## config.mk

```make
export PLATFORM = sky130hd
export DESIGN_NAME = mem_responder_flat
export DESIGN_NICKNAME = d
export VERILOG_FILES = /design/src/rtl/mem_pkg.sv /design/src/rtl/mem_responder_if.sv /design/src/rtl/mem_mmio.sv /design/src/rtl/mem_responder.sv /design/src/flat_wrapper.sv
export SDC_FILE = /design/constraint.sdc
export NUM_CORES = 1
export LEC_CHECK = 0
export CAP_MARGIN = 20
export CORE_MARGIN = 8
export CORE_UTILIZATION = 45
export CTS_CLUSTER_DIAMETER = 200
export CTS_CLUSTER_SIZE = 12
export DETAILED_ROUTE_END_ITERATION = 10
export PLACE_DENSITY = 0.94
export SETUP_SLACK_MARGIN = 0.3
export SYNTH_ARGS = -nofsm -noshare
export SYNTH_HDL_FRONTEND = slang
export SYNTH_HIERARCHICAL = 1
export SYNTH_SLANG_ARGS = --single-unit
```

## constraint.sdc

```tcl
create_clock -name Clk -period 3.05 [get_ports Clk]
set_input_delay 0.61 -clock Clk [delete_from_list [all_inputs] [get_ports Clk]]
set_output_delay 0.61 -clock Clk [all_outputs]
set_load 0.01 [all_outputs]
```

## src/rtl/mem_pkg.sv

```systemverilog
// Shared types and constants for the SRAM/MMIO memory responder.
package mem_pkg;

  typedef enum logic [1:0] {
    IDLE    = 2'd0,
    ACCESS  = 2'd1,
    DONE    = 2'd2,
    RELEASE = 2'd3
  } state_t;

  localparam logic [15:0] MMIO_ADDR           = 16'hFFFF;
  localparam int unsigned DEFAULT_WAIT_CYCLES = 2;
  localparam int unsigned SRAM_ADDR_W         = 20;

  function automatic logic is_mmio_addr(input logic [15:0] addr);
    return addr == MMIO_ADDR;
  endfunction

endpackage

```

## src/rtl/mem_responder_if.sv

```systemverilog
// CPU-side request/response bundle between the CPU and mem_responder.
interface mem_responder_if;
  logic        MEM_EN;
  logic        WE;
  logic [15:0] ADDR;
  logic [15:0] WDATA;
  logic [15:0] RDATA;
  logic        R;

  modport master (output MEM_EN, WE, ADDR, WDATA, input  RDATA, R);
  modport slave  (input  MEM_EN, WE, ADDR, WDATA, output RDATA, R);
endinterface

```

## src/rtl/mem_mmio.sv

```systemverilog
// MMIO decode and hex-display register. Compiled in only when MMIO_EN is
// defined; otherwise the decode never hits and HEX_OUT is constant zero.
module mem_mmio
  import mem_pkg::*;
(
  input  logic        clk,
  input  logic        rst_n,
  input  logic [15:0] i_addr,
  input  logic        i_wr_stb,
  input  logic [15:0] i_wdata,
  input  logic [15:0] i_switches,
  output logic        o_hit,
  output logic [15:0] o_rd_data,
  output logic [15:0] o_hex
);

`ifdef MMIO_EN
  logic [15:0] r_hex;

  assign o_hit     = is_mmio_addr(i_addr);
  assign o_rd_data = i_switches;
  assign o_hex     = r_hex;

  // Hex register loads on the final access cycle of an MMIO write.
  always_ff @(posedge clk or negedge rst_n) begin
    if (!rst_n) begin
      r_hex <= '0;
    end else if (i_wr_stb) begin
      r_hex <= i_wdata;
    end
  end
`else
  logic w_unused;

  assign o_hit     = 1'b0;
  assign o_rd_data = '0;
  assign o_hex     = '0;
  assign w_unused  = ^{clk, rst_n, i_addr, i_wr_stb, i_wdata, i_switches};
`endif

endmodule

```

## src/rtl/mem_responder.sv

```systemverilog
// Fixed-latency SRAM responder for a 16-bit CPU. Optional MMIO at 16'hFFFF
// (switches read / hex-display write) is enabled by defining MMIO_EN.
module mem_responder
  import mem_pkg::*;
#(
  parameter int unsigned WAIT_CYCLES = DEFAULT_WAIT_CYCLES
) (
  input  logic                   Clk,
  input  logic                   Reset,
  mem_responder_if.slave         bus,
  output logic [SRAM_ADDR_W-1:0] SRAM_ADDR,
  output logic                   SRAM_CE_N,
  output logic                   SRAM_OE_N,
  output logic                   SRAM_WE_N,
  output logic                   SRAM_UB_N,
  output logic                   SRAM_LB_N,
  output logic [15:0]            SRAM_DQ_OUT,
  output logic                   SRAM_DQ_OE,
  input  logic [15:0]            SRAM_DQ_IN,
  input  logic [15:0]            Switches,
  output logic [15:0]            HEX_OUT
);

  state_t      r_state;
  logic [3:0]  r_cnt;
  logic        r_we;
  logic        r_mmio;
  logic [15:0] r_addr;
  logic [15:0] r_wdata;
  logic [15:0] r_rdata;
  logic        r_ready;
  logic        r_ce_n;
  logic        r_oe_n;
  logic        r_we_n;
  logic        r_be_n;
  logic        r_dq_oe;

  logic        w_hit;
  logic        w_last;
  logic [15:0] w_mmio_rd;

  assign w_last = (r_state == ACCESS) && (r_cnt == 4'd0);

  mem_mmio u_mmio (
    .clk        (Clk),
    .rst_n      (Reset),
    .i_addr     (bus.ADDR),
    .i_wr_stb   (w_last && r_we && r_mmio),
    .i_wdata    (r_wdata),
    .i_switches (Switches),
    .o_hit      (w_hit),
    .o_rd_data  (w_mmio_rd),
    .o_hex      (HEX_OUT)
  );

  // Request FSM; strobes are registered so they change only on state edges,
  // and the MMIO decode is taken at accept so strobes never glitch low for it.
  always_ff @(posedge Clk or negedge Reset) begin
    if (!Reset) begin
      r_state <= IDLE;
      r_cnt   <= '0;
      r_we    <= 1'b0;
      r_mmio  <= 1'b0;
      r_addr  <= '0;
      r_wdata <= '0;
      r_rdata <= '0;
      r_ready <= 1'b0;
      r_ce_n  <= 1'b1;
      r_oe_n  <= 1'b1;
      r_we_n  <= 1'b1;
      r_be_n  <= 1'b1;
      r_dq_oe <= 1'b0;
    end else begin
      r_ready <= 1'b0;
      case (r_state)
        IDLE: begin
          if (bus.MEM_EN) begin
            r_state <= ACCESS;
            r_cnt   <= 4'(WAIT_CYCLES - 1);
            r_we    <= bus.WE;
            r_addr  <= bus.ADDR;
            r_wdata <= bus.WDATA;
            r_mmio  <= w_hit;
            if (!w_hit) begin
              r_ce_n <= 1'b0;
              r_be_n <= 1'b0;
              if (bus.WE) begin
                r_we_n  <= 1'b0;
                r_dq_oe <= 1'b1;
              end else begin
                r_oe_n  <= 1'b0;
              end
            end
          end
        end
        ACCESS: begin
          if (r_cnt == 4'd0) begin
            r_state <= DONE;
            r_ready <= 1'b1;
            r_ce_n  <= 1'b1;
            r_oe_n  <= 1'b1;
            r_we_n  <= 1'b1;
            r_be_n  <= 1'b1;
            r_dq_oe <= 1'b0;
            if (!r_we) begin
              r_rdata <= r_mmio ? w_mmio_rd : SRAM_DQ_IN;
            end
          end else begin
            r_cnt <= r_cnt - 4'd1;
          end
        end
        DONE: begin
          r_state <= RELEASE;
        end
        RELEASE: begin
          if (!bus.MEM_EN) begin
            r_state <= IDLE;
          end
        end
        default: begin
          r_state <= IDLE;
        end
      endcase
    end
  end

  assign bus.R       = r_ready;
  assign bus.RDATA   = r_rdata;
  assign SRAM_ADDR   = {4'h0, r_addr};
  assign SRAM_CE_N   = r_ce_n;
  assign SRAM_OE_N   = r_oe_n;
  assign SRAM_WE_N   = r_we_n;
  assign SRAM_UB_N   = r_be_n;
  assign SRAM_LB_N   = r_be_n;
  assign SRAM_DQ_OUT = r_wdata;
  assign SRAM_DQ_OE  = r_dq_oe;

endmodule

```

## src/flat_wrapper.sv

```systemverilog
// flat-port wrapper written by rule: the top's interface ports become plain ports
module mem_responder_flat import mem_pkg::*;
#(
  parameter int unsigned WAIT_CYCLES = DEFAULT_WAIT_CYCLES
)
  (Clk, Reset, SRAM_ADDR, SRAM_CE_N, SRAM_OE_N, SRAM_WE_N, SRAM_UB_N, SRAM_LB_N, SRAM_DQ_OUT, SRAM_DQ_OE, SRAM_DQ_IN, Switches, HEX_OUT, bus_MEM_EN, bus_WE, bus_ADDR, bus_WDATA, bus_RDATA, bus_R);
  mem_responder_if bus_i ();
  input  logic Clk;
  input  logic Reset;
  output logic [SRAM_ADDR_W-1:0] SRAM_ADDR;
  output logic SRAM_CE_N;
  output logic SRAM_OE_N;
  output logic SRAM_WE_N;
  output logic SRAM_UB_N;
  output logic SRAM_LB_N;
  output logic [15:0] SRAM_DQ_OUT;
  output logic SRAM_DQ_OE;
  input  logic [15:0] SRAM_DQ_IN;
  input  logic [15:0] Switches;
  output logic [15:0] HEX_OUT;
  input wire logic [$bits(bus_i.MEM_EN)-1:0] bus_MEM_EN;
  input wire logic [$bits(bus_i.WE)-1:0] bus_WE;
  input wire logic [$bits(bus_i.ADDR)-1:0] bus_ADDR;
  input wire logic [$bits(bus_i.WDATA)-1:0] bus_WDATA;
  output wire logic [$bits(bus_i.RDATA)-1:0] bus_RDATA;
  output wire logic [$bits(bus_i.R)-1:0] bus_R;
  assign bus_i.MEM_EN = bus_MEM_EN;
  assign bus_i.WE = bus_WE;
  assign bus_i.ADDR = bus_ADDR;
  assign bus_i.WDATA = bus_WDATA;
  assign bus_RDATA = bus_i.RDATA;
  assign bus_R = bus_i.R;
  mem_responder #(.WAIT_CYCLES(WAIT_CYCLES)) u_core (.Clk(Clk), .Reset(Reset), .bus(bus_i), .SRAM_ADDR(SRAM_ADDR), .SRAM_CE_N(SRAM_CE_N), .SRAM_OE_N(SRAM_OE_N), .SRAM_WE_N(SRAM_WE_N), .SRAM_UB_N(SRAM_UB_N), .SRAM_LB_N(SRAM_LB_N), .SRAM_DQ_OUT(SRAM_DQ_OUT), .SRAM_DQ_OE(SRAM_DQ_OE), .SRAM_DQ_IN(SRAM_DQ_IN), .Switches(Switches), .HEX_OUT(HEX_OUT));
endmodule
```

==> impl_metrics.ini <==
[status]
status = finished clean

[grt]
track_usage_pct = 14.2
antenna_found_initial = 0
overflow = 0
grt_pass1_vias = 2276
grt_pass1_wl_um = 11100
grt_max_degree = 62

[timing]
report.final.slew_viol_count = 0
fmax_ghz = 0.477
setup_tns_ns = 0
tightest_slew_ns = 0.785
fin_crit_ns = 2.10
final_hold_viol_count = 0
setup_viol = 0
rsz0062_at_grt = no
fin_crit_sh_pct = 68.7
finalClockSkew_ns = 0.00970
relSlewSlack_pct = 47.7
fin_ws_ns = 0.955

[clocking]
cts-root-buf = clkbuf_8
cts_resized = 0
clk_latency_ns = 0.33
cts_tree = built
cts_buffers = 9
clock_sinks = 61
htree_levels = 3
path_clk_slew_ns = 0.06
cts-hold-fix-buffers = 0
max-clock-path-buffers = 2
postCtsSetupRepairBufs = 0

[final_layout]
n_antenna_cell = 0
fin_area_um2 = 4260
nFillCells = 534
utilization_pct = 63.8
layout-drive-gt1-share_pct = 26.6
nNetsFinal = 419
areaGrowthSynthToFinish_pct = 39.4

[worst_setup_path]
crit_type = reg -> reg
slowest_stage = or3b_4
cp.depth = 5
worstSetupEndpointType = register
cp-endpoint = u_core/r_state[1]
crit_chain = inv_1 -> ha_1 -> or3b_4 -> a221oi_1 -> mux2_2
r2r-start = u_core/r_cnt[0]
regToRegEndpoint = u_core/r_state[1]
required_ns = 3.26
path_buf_inv = 1
rrSetupSlack_ns = 0.95
critPathTopFamily = simple AND/OR/NAND/NOR gates
cp.arrival_ns = 2.30
cpPeakStageDelay_ns = 0.43
crit_start = u_core/r_cnt[0]
reg2reg_depth = 5
cp-start-kind = register
worstPathMaxFanout = 4

[logic_synthesis]
syn_inst = 238
mappedNetlistArea_um2 = 3060
ys.warnings.count = 6
avgSynthCellArea_um2 = 12.8

[placed_design]
gp_congestion = 0.761
place_hpwl_um = 5140
dpl_worst_slack_ns = 0.767
io_buffers = 106
postPlaceCellArea_um2 = 4020

[floorplanning]
die_x_um = 98.4
rows = 30
ios = 143
die_height_um = 98.4
dieArea_um2 = 9690
initial_utilization_pct = 45.8
coreArea_um2 = 6680

[detailed_routing]
vias = 2034
drtPass1Iterations = 4
via_per_inst = 4.74
drc = 0
avgRoutedWirePerCell_um = 15.9
ant_nets = 0
drt_iter0_markers = 82
finalWirelength_um = 6820

[power_and_ir_drop]
irDropWorstVdd_uv = 525
power_w = 0.00431
p_leak_nw = 1.85
power_density_nw_per_um2 = 1010

[flow_run]
drv_cap = 0

[min_path]
worstHoldPathType = in -> async
-- routing by layer --
metal,wire (um),GRT usage [%],vias up
li1,-,-,961
met5,0,0,-
met4,68,5.43,0
met3,648,6.98,6
met1,2520,14.6,994
met2,3580,24.5,73
-- worst register-to-register path: cells and delay by family, from the launching register on --
kind | cells | cell delay, ns
multiplexers | 1 | 0.39
flip-flops | 1 | 0.42
buffers and inverters | 1 | 0.13
AND/OR/NAND/NOR | 1 | 0.43
AO/OA/AOI/OAI | 1 | 0.43
adder cells (fa/ha/maj) | 1 | 0.20
-- state kept, by name (all words and copies together), names as in the netlist --
name / cells
u_core/SRAM_DQ_OE: 1
u_core/SRAM_DQ_OUT: 16
u_core/SRAM_LB_N: 1
u_core/SRAM_OE_N: 1
u_core/SRAM_WE_N: 1
u_core/bus.R: 1
u_core/bus.RDATA: 16
u_core/r_addr: 16
u_core/r_cnt: 4
u_core/r_mmio: 1
u_core/r_state: 2
u_core/r_we: 1
-- worst min path at each step --
stage                      startpoint                      to  slack (ns)  cells past startpoint
6_report                        Reset            u_core/bus.R        0.45                      2
5_1_grt                         Reset     u_core/bus.RDATA[0]        0.50                      2
4_1_cts                         Reset     u_core/bus.RDATA[9]        0.47                      2
3_5_place_dp   u_core/SRAM_DQ_OUT[14]  u_core/SRAM_DQ_OUT[14]        0.49                      1
3_3_place_gp         u_core/r_addr[7]        u_core/r_addr[7]        0.49                      1
2_1_floorplan                   Reset       u_core/SRAM_DQ_OE        0.31                      0
-- cell usage in the layout, fill, tap and decap left out, types with 3 or more instances in the layout --
cell	count
clkdlybuf4s50_1	105
mux2_2	66
dfrtp_1	58
conb_1	37
clkbuf_8	9
inv_1	7
ha_1	7
nand2_1	5
o21ai_0	4
bufinv_16	3
dfstp_2	3
o31a_1	3
a21oi_1	3
buf_4	3
-- layout make-up --
cell class | count | area [um^2] | share of cell area (%)
Tap cell | 80 | 100 | 2.35
Clock buffer | 10 | 128 | 2.99
Sequential cell | 61 | 1530 | 35.9
Multi-Input combinational cell | 156 | 1290 | 30.2
Inverter | 7 | 26.3 | 0.616
Timing Repair Buffer | 109 | 1080 | 25.3
Clock inverter | 6 | 111 | 2.61
-- per-stage QoR --
stage | hold WS (ns) | instances
after floorplan | 0.314 | 273
after global placement | 0.486 | 413
after detailed placement | 0.492 | 413
after CTS | 0.467 | 429
after global routing | 0.496 | 429
final | 0.448 | 429
-- where the power goes --
group	total, W	switching (W)	internal, W
Sequential	0.00148	0.000260	0.00122
Clock	0.000855	0.000312	0.000543
Combinational	0.00198	0.000765	0.00121
No activity file was read; power rests on OpenSTA's default activity.
